`config.mk`:
```
export PLATFORM = sky130hd
export DESIGN_NAME = ds1302_time_scheduler_flat
export DESIGN_NICKNAME = d
export VERILOG_FILES = /design/src/rtl/ds1302_time_scheduler_if.sv /design/src/rtl/ds1302_time_scheduler.sv /design/src/flat_wrapper.sv
export SDC_FILE = /design/constraint.sdc
export NUM_CORES = 1
export LEC_CHECK = 0
export BUFFER_PORTS_ARGS = -buffer_cell sky130_fd_sc_hd__buf_2
export CORE_ASPECT_RATIO = 1.4
export CORE_MARGIN = 1.5
export CORE_UTILIZATION = 49
export DETAILED_ROUTE_END_ITERATION = 6
export GPL_ROUTABILITY_DRIVEN = 1
export PLACE_DENSITY = 0.8
export SYNTH_ARGS = -nofsm -noshare
export SYNTH_HDL_FRONTEND = slang
export SYNTH_SLANG_ARGS = --single-unit
```
`constraint.sdc`:
```
create_clock -name sclk -period 6.8 [get_ports sclk]
set_input_delay 1.36 -clock sclk [delete_from_list [all_inputs] [get_ports sclk]]
set_output_delay 1.36 -clock sclk [all_outputs]
set_load 0.02 [all_outputs]
```
`src/rtl/ds1302_time_scheduler_if.sv`:
```
// Set-request channel between a requester and the DS1302 time scheduler.
// set_ack pulses in the cycle set_time is latched.
interface ds1302_time_scheduler_if;
   logic        set_req;
   logic [55:0] set_time;
   logic        set_ack;

   modport master (output set_req, output set_time, input set_ack);
   modport slave  (input set_req, input set_time, output set_ack);
endinterface

```
`src/rtl/ds1302_time_scheduler.sv`:
```
// Sequencer in front of the DS1302 all-time read/write block: periodic polls, set-wins
// arbitration, guard-timed completion, and a latched time with valid flag and second tick.
module ds1302_time_scheduler #(
   parameter int POLL_PERIOD    = 5_000_000,
   parameter int OP_WAIT_CYCLES = 33_000
) (
   input  logic                        sclk,
   input  logic                        rst,
   input  logic                        poll_en,
   ds1302_time_scheduler_if.slave      req,
   output logic                        set_trig,
   output logic                        get_trig,
   output logic [63:0]                 bcd_time_set,
   input  logic [63:0]                 bcd_time_get,
   output logic [55:0]                 time_bcd,
   output logic                        wp_flag,
   output logic                        time_valid,
   output logic                        sec_tick,
   output logic                        busy
);
   localparam int PW = $clog2(POLL_PERIOD);
   localparam int WW = $clog2(OP_WAIT_CYCLES);

   localparam logic [2:0] IDLE     = 3'd0;
   localparam logic [2:0] SET_FIRE = 3'd1;
   localparam logic [2:0] SET_WAIT = 3'd2;
   localparam logic [2:0] GET_FIRE = 3'd3;
   localparam logic [2:0] GET_WAIT = 3'd4;
   localparam logic [2:0] CAPTURE  = 3'd5;

   logic [2:0]    state_reg;
   logic [PW-1:0] poll_cnt_reg;
   logic          poll_pending_reg;
   logic [WW-1:0] wait_cnt_reg;
   logic          poll_wrap;
   logic          wait_done;
   logic          set_done;
   logic          unused_bits;

   assign poll_wrap = poll_en && (poll_cnt_reg == PW'(POLL_PERIOD - 1));
   assign wait_done = (wait_cnt_reg == WW'(OP_WAIT_CYCLES - 1));
   assign set_done  = (state_reg == SET_WAIT) && wait_done;

   // Triggers and ack decode straight from state so the two triggers can never coincide.
   assign set_trig    = (state_reg == SET_FIRE);
   assign get_trig    = (state_reg == GET_FIRE);
   assign busy        = (state_reg != IDLE);
   assign req.set_ack = (state_reg == IDLE) && req.set_req && !rst;
   assign unused_bits = ^bcd_time_get[62:56];

   always_ff @(posedge sclk or posedge rst) begin
      if (rst) begin
         poll_cnt_reg     <= '0;
         poll_pending_reg <= 1'b1;
      end else if (set_done) begin
         // The mandatory read-back stands in for the next poll, so restart the period.
         poll_cnt_reg     <= '0;
         poll_pending_reg <= 1'b0;
      end else begin
         if (poll_en)
            poll_cnt_reg <= poll_wrap ? '0 : poll_cnt_reg + PW'(1);
         if (poll_wrap)
            poll_pending_reg <= 1'b1;
         else if (state_reg == GET_FIRE)
            poll_pending_reg <= 1'b0;
      end
   end

   always_ff @(posedge sclk or posedge rst) begin
      if (rst) begin
         state_reg    <= IDLE;
         wait_cnt_reg <= '0;
         bcd_time_set <= '0;
         time_bcd     <= '0;
         wp_flag      <= 1'b0;
         time_valid   <= 1'b0;
         sec_tick     <= 1'b0;
      end else begin
         sec_tick <= 1'b0;
         case (state_reg)
            IDLE: begin
               if (req.set_req) begin
                  bcd_time_set <= {8'h00, req.set_time};
                  state_reg    <= SET_FIRE;
               end else if (poll_pending_reg) begin
                  state_reg <= GET_FIRE;
               end
            end
            SET_FIRE: begin
               wait_cnt_reg <= '0;
               state_reg    <= SET_WAIT;
            end
            SET_WAIT: begin
               if (wait_done)
                  state_reg <= GET_FIRE;
               else
                  wait_cnt_reg <= wait_cnt_reg + WW'(1);
            end
            GET_FIRE: begin
               wait_cnt_reg <= '0;
               state_reg    <= GET_WAIT;
            end
            GET_WAIT: begin
               if (wait_done)
                  state_reg <= CAPTURE;
               else
                  wait_cnt_reg <= wait_cnt_reg + WW'(1);
            end
            CAPTURE: begin
               time_bcd   <= bcd_time_get[55:0];
               wp_flag    <= bcd_time_get[63];
               time_valid <= 1'b1;
               // CH (seconds bit 7) is excluded so halting the oscillator never ticks.
               sec_tick   <= time_valid && (bcd_time_get[6:0] != time_bcd[6:0]);
               state_reg  <= IDLE;
            end
            default: state_reg <= IDLE;
         endcase
      end
   end
endmodule
```
`src/flat_wrapper.sv`:
```
// flat-port wrapper written by rule: the top's interface ports become plain ports
module ds1302_time_scheduler_flat 
#(
   parameter int POLL_PERIOD    = 5_000_000,
   parameter int OP_WAIT_CYCLES = 33_000
)
  (sclk, rst, poll_en, set_trig, get_trig, bcd_time_set, bcd_time_get, time_bcd, wp_flag, time_valid, sec_tick, busy, req_set_req, req_set_time, req_set_ack);
  ds1302_time_scheduler_if req_i ();
  input  logic sclk;
  input  logic rst;
  input  logic poll_en;
  output logic set_trig;
  output logic get_trig;
  output logic [63:0] bcd_time_set;
  input  logic [63:0] bcd_time_get;
  output logic [55:0] time_bcd;
  output logic wp_flag;
  output logic time_valid;
  output logic sec_tick;
  output logic busy;
  input wire logic [$bits(req_i.set_req)-1:0] req_set_req;
  input wire logic [$bits(req_i.set_time)-1:0] req_set_time;
  output wire logic [$bits(req_i.set_ack)-1:0] req_set_ack;
  assign req_i.set_req = req_set_req;
  assign req_i.set_time = req_set_time;
  assign req_set_ack = req_i.set_ack;
  ds1302_time_scheduler #(.POLL_PERIOD(POLL_PERIOD), .OP_WAIT_CYCLES(OP_WAIT_CYCLES)) u_core (.sclk(sclk), .rst(rst), .poll_en(poll_en), .req(req_i), .set_trig(set_trig), .get_trig(get_trig), .bcd_time_set(bcd_time_set), .bcd_time_get(bcd_time_get), .time_bcd(time_bcd), .wp_flag(wp_flag), .time_valid(time_valid), .sec_tick(sec_tick), .busy(busy));
endmodule
```
==> results.yml, run 1 <==
outcome:
  outcome: "completed"
clock_tree:
  cts_tree: "built"
  root_buffer: "clkbuf_16"
  clk_pin_slew_ns: 0.06
  clk_path_buf_depth: 2
  cts_htree_levels: 4
  clock-sinks: 158
  post-cts-setup-buffer-count: 0
  numCtsBuffers: 17
  clk_latency_ns: 0.42
  cts_resized: 0
  holdBufCountCts: 0
global_route:
  antenna_found_initial: 1
  grt_use_total_pct: 22.3
  grt-ovfl-total: 0
  grt_start_max_net_pins: 91
  first_global_vias: 4990
  grt_pass1_wl_mm: 24.4
finish:
  layout.nets: 864
  final_area_mm2: 0.00850
  drive_gt1_share_pct: 53.3
  syn2layout_area_growth_pct: 28.3
logic_synthesis:
  yosysWarnings: 0
  netlist_area_mm2: 0.00663
  ys_seq_elements: 158
  seq_area_frac_synth_pct: 59.7
  syn_avg_cell_area_um2: 13.2
  async_flop_share_pct: 100
  ys_types: 43
  synth_top_flop_cell: "dfrtp_1"
  synth_edf_count: 0
  syn_inst: 502
timing:
  rsz0062_at_grt: "false"
  worst_pin_slew_ns: 1.14
  setup_viol: 0
  max_freq_mhz: 264
  fin_skew_ns: 0.00985
  timing.hold.ws_ns: 0.486
  final_hold_viol_count: 0
  drv_slew: 0
  max_slew_margin_pct: 22.7
  fin_crit_sh_pct: 55.8
  fin_crit_ns: 3.79
  finalSetupTns_ns: 0
drt:
  wl_per_cell_um: 16.5
  wl_mm: 15.4
  dr_total_vias: 4832
  drt_iter0_markers: 168
  first_pass_iters: 4
  ant_nets: 0
  vias_per_cell: 5.17
  drc_errors: 0
critical_path:
  cpPeakStageDelay_ns: 0.53
  crit_family: "buffers and inverters"
  required_ns: 5.44
  critPathLaunchType: "input pin"
  end_kind: "output port"
  path_class: "input pin to output port"
  slowest_stage: "inv_6"
  cpMostUsedCell: "buf_2"
  cp.arrival_ns: 2.43
  path_cells: "buf_2 -> inv_6 -> and3_1 -> buf_2"
  critical_path_buf_inv_count: 3
  critPathMaxFanout: 90
placed_design:
  port_buffers: 235
  hpwl_mm: 11.2
  gp_congestion: 0.800
  dpl_cell_area_mm2: 0.00793
floorplan:
  die_area_mm2: 0.0142
  start_util_pct: 50.0
  ios: 251
  die_w_um: 101
  core_mm2: 0.0133
  die_h_um: 141
  placementRows: 50
power_and_ir_drop:
  power_switching_share_pct: 38.2
  p_per_area_mw_per_mm2: 479
  comb_power_share_pct: 38.9
  pwr-share-seq_pct: 38.5
  ir_worst_vdd_uv: 289
  finalPower_mw: 4.08
  internal-power_mw: 2.52
  p_sw_mw: 1.56
  p_leak_nw: 4.05
  p_clk_share_pct: 22.6
min_path:
  hold_class: "register to register"
run:
  maxCapViolations: 0
-- cells in the mapped netlist, drive strengths merged (3+ instances only) --
cell	n	area, um^2
nand3	28	145
clkbuf	6	22.5
o21ai	5	36.3
a21oi	6	30.0
mux2	113	1270
nand4	11	68.8
and3	4	25.0
buf	22	138
xor2	25	219
nor4	5	31.3
or4	5	37.5
nand2b	7	43.8
nor3	7	35.0
nor2	39	171
mux2i	3	30.0
xnor2	10	87.6
nand2	21	78.8
inv	3	11.3
dfrtp	157	3930
-- path summary, 6_finish.rpt --
kind	slack, ns	startpoint	end	cells after the start
hold reg to reg	0.49	u_core.poll_pending_reg	u_core.poll_pending_reg	2
hold / removal	0.49	u_core.poll_pending_reg	u_core.poll_pending_reg	2
max in group asynchronous	4.35	rst	u_core.time_bcd[46]	3
min in group asynchronous	1.08	rst	u_core.bcd_time_set[41]	2
setup reg to reg	4.30	u_core.wait_cnt_reg[13]	u_core.poll_cnt_reg[19]	4
setup / recovery	3.01	rst	req_set_ack	4
-- kinds of logic after synthesis --
logic type	count (synthesis)	share of synthesized area, %
buffers and inverters	31	2.59
muxes	116	19.6
and+or+nand+nor	143	11.5
DFF	158	59.7
adders and majority gates	2	0.377
AOI/OAI and AO/OA	16	1.53
other	1	0.0566
xor gates and xnor gates	35	4.62
-- cells in the final DEF, fill, tap and decap left out, types with 4 or more instances in the layout --
master | Yosys | routed
a21oi_1 | 6 | 6
nand4_1 | 11 | 11
nor2_2 | 10 | 10
nor4_1 | 5 | 5
clkbuf_16 | 0 | 17
or4_1 | 5 | 5
nor3_1 | 7 | 7
buf_2 | 7 | 235
mux2_2 | 113 | 113
xnor2_1 | 10 | 10
xor2_1 | 25 | 25
and3_1 | 4 | 4
nand2_1 | 21 | 21
o21ai_0 | 4 | 4
inv_6 | 0 | 5
nand2b_1 | 7 | 7
conb_1 | 1 | 8
dfrtp_1 | 157 | 157
nand3_1 | 27 | 27
clkinvlp_4 | 0 | 5
nor2_1 | 29 | 29
-- area by class of cell --
type                       count  area [um^2]
fill                        1036         4760
sequential                   158         3960
multi-input combinational    320         2530
timing repair buffer         238         1200
clock buffer                  19          443
tap                          182          228
clock inverter                13          131
inverter                       3         16.3
antenna                        1         2.50
-- power groups by stage --
| stage | sequential, mW | clock, mW | combinational [mW] |
|---|---|---|---|
| floorplan | 1.98 | 0 | 0.635 |
| global placement | 1.55 | 0 | 1.55 |
| detailed placement | 1.58 | 0 | 1.60 |
| CTS | 1.57 | 0.937 | 1.60 |
| global route | 1.62 | 0.973 | 1.70 |
| finish | 1.57 | 0.922 | 1.59 |
-- worst register-to-register path: stages, from the launching register on --
cell and delay [ns]:
dfrtp_1 0.42, or4b_1 0.53, or4_1 0.71, o21ai_4 0.58, nor2_1 0.12
-- metrics by stage --
stage               setup WS (ns)  instances  utilization (%)
finish                       3.01        934             64.1
global placement             2.95        901             59.8
detailed placement           2.93        901             59.8
floorplan                   0.173        509                -
global route                 2.82        934             64.1
CTS                          2.93        933             64.1
-- per-layer routing --
layer	vias up	wire (um)	track usage, %
met2	194	8110	38.7
met4	0	588	11.0
met5	-	0	0
li1	2220	-	-
met1	2374	5790	24.4
met3	44	947	6.54
Power figures use the tool's default switching activity.
==> run 2: changes to the inputs <==
CORE_UTILIZATION = 44   (was 49)
PLACE_DENSITY = 0.76   (was 0.8)
clock period = 3.05 ns   (was 6.8 ns; I/O delays follow)
==> run 2 against run 1 <==
  * First-iteration DRC count rose by 27%
  * Die area rose by 11%
  * Non-clock buffer count rose by 3
  * Combinational power rose by 120%
  * Sequential power rose by 120%
==> results.yml, run 2 (synthesized netlist as in run 1, its figures left out) <==
floorplan:
  placementRows: 52
  start_util_pct: 45.5
  ios: 251
  core_mm2: 0.0146
  die_w_um: 107
  die_h_um: 148
  die_area_mm2: 0.0158
clock_tree:
  clk_pin_slew_ns: 0.06
  clock-sinks: 158
  cts_resized: 0
  numCtsBuffers: 17
  cts_htree_levels: 4
  post-cts-setup-buffer-count: 0
  clk_latency_ns: 0.42
  clk_path_buf_depth: 2
  holdBufCountCts: 0
  cts_tree: "built"
  root_buffer: "clkbuf_16"
power_and_ir_drop:
  comb_power_share_pct: 38.9
  p_leak_nw: 4.09
  power_switching_share_pct: 37.3
  p_sw_mw: 3.40
  pwr-share-seq_pct: 38.2
  ir_worst_vdd_uv: 616
  p_per_area_mw_per_mm2: 1070
  internal-power_mw: 5.73
  p_clk_share_pct: 22.9
run:
  maxCapViolations: 0
timing:
  fin_skew_ns: 0.00756
  fin_crit_ns: 2.47
  timing.hold.ws_ns: 0.381
  max_freq_mhz: 404
  final_hold_viol_count: 0
  fin_crit_sh_pct: 81.1
  setup_viol: 0
  rsz0062_at_grt: "false"
  max_slew_margin_pct: 41.3
  worst_pin_slew_ns: 0.881
  drv_slew: 0
finish:
  fin_cells: 942
  n_antenna_cell: 0
  layout.nets: 867
  syn2layout_area_growth_pct: 29.3
  final_common_cell: "buf_2"
  multi_input_area_mm2: 0.00253
  drive_gt1_share_pct: 53.5
  fillers: 1199
  final_cell_mix: "235 x buf_2, 157 x dfrtp_1, 113 x mux2_2, 29 x nor2_1, 27 x nand3_1"
  seqCellArea_mm2: 0.00396
critical_path:
  crit_family: "simple AND/OR/NAND/NOR gates"
  reg2reg_from: "u_core.wait_cnt_reg[3]"
  r2r_slack_ns: 0.58
  startpoint: "u_core.wait_cnt_reg[3]"
  critical_path_buf_inv_count: 0
  slowest_stage: "or4_1"
  critPathMaxFanout: 17
  cpMostUsedCell: "or4_1"
  required_ns: 3.32
  path_class: "register to register"
  critPathLaunchType: "register"
  end_kind: "register"
  path_cells: "or4_1 -> or4_1 -> o21ai_4 -> nor2_1"
  cp.arrival_ns: 2.75
  cpPeakStageDelay_ns: 0.67
placed_design:
  port_buffers: 235
  hpwl_mm: 11.0
  dp.cells: 911
  gp_congestion: 0.927
global_route:
  grt_pass1_wl_mm: 24.0
  antenna_found_initial: 0
  grt_start_max_net_pins: 159
  grt_use_total_pct: 19.3
  grt-ovfl-total: 0
  first_global_vias: 4925
min_path:
  hold_class: "input pin to async pin"
outcome:
  outcome: "completed"
drt:
  drt_iter0_markers: 214
  dr_total_vias: 4730
  first_pass_iters: 4
  vias_per_cell: 5.02
  drc_errors: 0
  ant_nets: 0
  wl_mm: 15.2
  wl_per_cell_um: 16.1
==> run 2: worst paths after layout <==
kind / end / cells past startpoint
worst max-delay path: u_core.poll_cnt_reg[16] / 4
worst min-delay path: u_core.bcd_time_set[5] / 3
worst max register to register: u_core.poll_cnt_reg[16] / 4
worst min register to register: u_core.poll_pending_reg / 2
max in group asynchronous: u_core.poll_cnt_reg[7] / 3
min in group sclk: u_core.time_bcd[33] / 2
==> run 2: area by class of cell <==
class	instances	area share, %
clock buffer	20	5.33
sequential	158	46.1
inverter	3	0.175
multi-input combinational	320	29.5
tap	189	2.76
clock inverter	11	1.55
timing repair buffer	241	14.5
==> run 2: metal layers <==
metal	vias to the layer above	GRT usage, %	wire, um
met3	26	3.59	814
met1	2305	21.8	5660
li1	2211	-	-
met2	188	35.1	8270
met4	0	8.67	421
met5	-	0	0
==> run 2: worst register-to-register path, cell delays in order, from the launching register on <==
cell,delay [ns]
dfrtp_1,0.44
or4_1,0.56
or4_1,0.67
o21ai_4,0.55
nor2_1,0.12
==> run 2: power groups by stage <==
stage                     Combinational, mW  Clock, mW  Sequential, mW
after floorplan                        1.42          0            4.40
after global placement                 3.49          0            3.46
after detailed placement               3.60          0            3.52
after CTS                              3.60       2.14            3.49
after global routing                   3.79       2.22            3.61
final                                  3.55       2.09            3.49
==> run 2: metrics by stage <==
stage / util, % / total power [mW] / cell area [um^2] / setup TNS, ns / setup slack (ns)
3_5_place_dp: 54.8 / 7.11 / 7980 / 0 / 0.502
3_3_place_gp: 54.8 / 6.95 / 7980 / 0 / 0.560
2_1_floorplan: - / 5.82 / 6660 / -1.12 / -1.12
6_report: 58.8 / 9.13 / 8570 / 0 / 0.576
4_1_cts: 58.8 / 9.23 / 8570 / 0 / 0.549
5_1_grt: 58.8 / 9.62 / 8570 / 0 / 0.465
==> run 3: changes to the inputs <==
ABC_AREA = 1   (was unset)
CORE_UTILIZATION = 46   (was 44)
PLACE_DENSITY = 0.77   (was 0.76)
clock period = 2 ns   (was 3.05 ns; I/O delays follow)
==> run 3 against run 2 <==
  * Hold slack worse by 0.28 ns
  * Total power shrank 24%
  * Non-clock buffer count rose by 9
  * Routed wire length up 33%
  * Utilization is 0.34 points higher
  * Global-route usage increased by 4.3 points
  * Synthesized cell count rose by 67%
  * Combinational power shrank 87%
==> results.yml, run 3 <==
floorplan:
  start_util_pct: 46.8
  core_mm2: 0.0161
  placementRows: 55
  die_area_mm2: 0.0172
  die_w_um: 111
  die_h_um: 154
  ios: 251
critical_path:
  cp.arrival_ns: 1.52
  critPathLaunchType: "register"
  r2r_slack_ns: 0.27
  reg2reg_from: "u_core.poll_cnt_reg[0]"
  rr_worst_depth: 10
  path_class: "register to output port"
  critPathMaxFanout: 5
  worstReg2RegEnd: "u_core.poll_cnt_reg[18]"
  end_kind: "output port"
  required_ns: 1.60
timing:
  final_hold_viol_count: 0
  fin_skew_ns: 0.00828
  timing.hold.ws_ns: 0.0970
  fin_crit_sh_pct: 95.9
  drv_slew: 0
  rsz0062_at_grt: "false"
  fin_crit_ns: 1.92
  setup_viol: 0
  max_freq_mhz: 521
drt:
  drc_errors: 0
  dr_total_vias: 6511
  ant_nets: 0
  first_pass_iters: 7
  wl_per_cell_um: 15.6
  drt_iter0_markers: 493
  wl_mm: 20.2
  vias_per_cell: 5.03
finish:
  fillers: 1440
  syn2layout_area_growth_pct: 26.4
  n_antenna_cell: 0
  drive_gt1_share_pct: 33.4
  final_util_pct: 59.2
  layout.nets: 1209
  final_common_cell: "nand2_1"
  final_cell_mix: "317 x nand2_1, 235 x buf_2, 156 x dfrtp_1, 77 x nor2_1, 49 x inv_1"
  fin_cells: 1294
  multi_input_area_mm2: 0.00319
  seqCellArea_mm2: 0.00396
power_and_ir_drop:
  internal-power_mw: 5.21
  power_switching_share_pct: 25.0
  p_sw_mw: 1.74
  ir_worst_vdd_uv: 772
  p_per_area_mw_per_mm2: 729
  pwr-share-seq_pct: 48.1
  p_clk_share_pct: 45.4
  comb_power_share_pct: 6.5
  p_leak_nw: 5.03
logic_synthesis:
  syn_avg_cell_area_um2: 8.98
  yosysWarnings: 0
  synth_top_area_cell: "dfrtp_1"
  netlist_area_mm2: 0.00754
  syn_inst: 840
  synth_top_flop_cell: "dfrtp_1"
  synth_common_cells: "317 x nand2_1, 157 x dfrtp_1, 77 x nor2_1"
  async_flop_share_pct: 100
  post-synth-top-count-cell: "nand2_1"
  ys_seq_elements: 158
  synth_area_leaders: "dfrtp_1 52%, nand2_1 16%, mux2_4 5.8%"
  synth_top_area_share_pct: 52.1
  synth_edf_count: 0
  ys_types: 37
  seq_area_frac_synth_pct: 52.5
min_path:
  hold_class: "input pin to async pin"
placed_design:
  gp_congestion: 0.943
  dp.cells: 1259
  hpwl_mm: 15.0
  port_buffers: 235
clock_tree:
  clk_path_buf_depth: 2
  clock-sinks: 158
  root_buffer: "clkbuf_16"
  clk_pin_slew_ns: 0.07
  clk_latency_ns: 0.42
  cts_tree: "built"
  numCtsBuffers: 17
  cts_htree_levels: 4
outcome:
  outcome: "completed"
global_route:
  first_global_vias: 6441
  grt_pass1_wl_mm: 32.2
  grt_start_max_net_pins: 67
  grt_use_total_pct: 23.6
  antenna_found_initial: 0
  grt-ovfl-total: 0
run:
  maxCapViolations: 0
==> run 3: metal layers <==
layer  part of all wire (%)  vias to the layer above  global-route usage (%)
li1                       -                     3143                       -
met2                     53                      247                    42.8
met1                     38                     3079                    26.9
met3                    5.5                       42                    4.82
met4                    3.0                        0                    10.1
met5                      0                        -                       0
==> run 3: layout make-up <==
| class | instances | area share [%] |
|---|---|---|
| sequential | 158 | 41.5 |
| multi-input combinational | 600 | 33.5 |
| timing repair buffer | 250 | 14.2 |
| clock buffer | 19 | 4.65 |
| tap | 199 | 2.61 |
| inverter | 56 | 2.25 |
| clock inverter | 12 | 1.33 |
==> run 3: timing repair <==
| item | CTS | global route |
|---|---|---|
| setup buffers | 0 | 4 |
| cloned | 0 | 0 |
| setup endpoints to repair | 1 | 1 |
| pin swaps | 0 | 1 |
| resized for setup | 2 | 0 |
| hold buffers | 0 | 0 |
| endpoints found under the hold margin | 0 | 0 |
==> run 3: worst max-delay path by stage <==
stage | from | to | slack, ns
floorplan | rst | u_core.bcd_time_set[0] | -0.40
global placement | u_core.poll_cnt_reg[0] | u_core.poll_cnt_reg[18] | 0.32
detailed placement | u_core.poll_cnt_reg[0] | u_core.poll_cnt_reg[18] | 0.28
CTS | u_core.state_reg[1] | req_set_ack | 0.01
global route | u_core.state_reg[1] | req_set_ack | 0.005
finish | u_core.state_reg[1] | req_set_ack | 0.08
==> run 3: kinds of logic (layout without fill, tap and decap cells) <==
| kind of cell | Yosys count | after routing | synth area share, % |
|---|---|---|---|
| other | 1 | 8 | 0.0497 |
| AND/OR/NAND/NOR | 482 | 482 | 26.8 |
| XOR/XNOR | 17 | 17 | 1.97 |
| buffers and inverters | 89 | 337 | 5.71 |
| multiplexers | 56 | 56 | 9.81 |
| AO/OA/AOI/OAI | 35 | 35 | 2.92 |
| adder cells (fa/ha/maj) | 2 | 2 | 0.332 |
| flip-flops | 158 | 158 | 52.5 |
==> run 3: metrics by stage <==
stage / total power, mW / area (um^2) / setup slack [ns] / TNS, ns
after detailed placement: 3.85 / 8930 / 0.281 / 0
after global routing: 7.21 / 9530 / 0.00490 / 0
after CTS: 7.00 / 9500 / 0.0140 / 0
after floorplan: 3.64 / 7570 / -0.400 / -62.81
final: 6.94 / 9530 / 0.0816 / 0
after global placement: 3.84 / 8930 / 0.323 / 0
==> run 3: power groups by stage <==
stage | sequential [mW] | clock (mW) | combinational [mW]
6_report | 3.34 | 3.15 | 0.452
5_1_grt | 3.35 | 3.34 | 0.520
4_1_cts | 3.34 | 3.20 | 0.456
3_5_place_dp | 3.40 | 0 | 0.456
3_3_place_gp | 3.40 | 0 | 0.443
2_1_floorplan | 3.38 | 0 | 0.268
==> run 3: worst max-delay path, stage by stage, from the launching register on <==
cell	delay, ns
dfrtp_2	0.47
nor2_4	0.18
nand3_4	0.15
nor2_1	0.12
buf_2	0.17
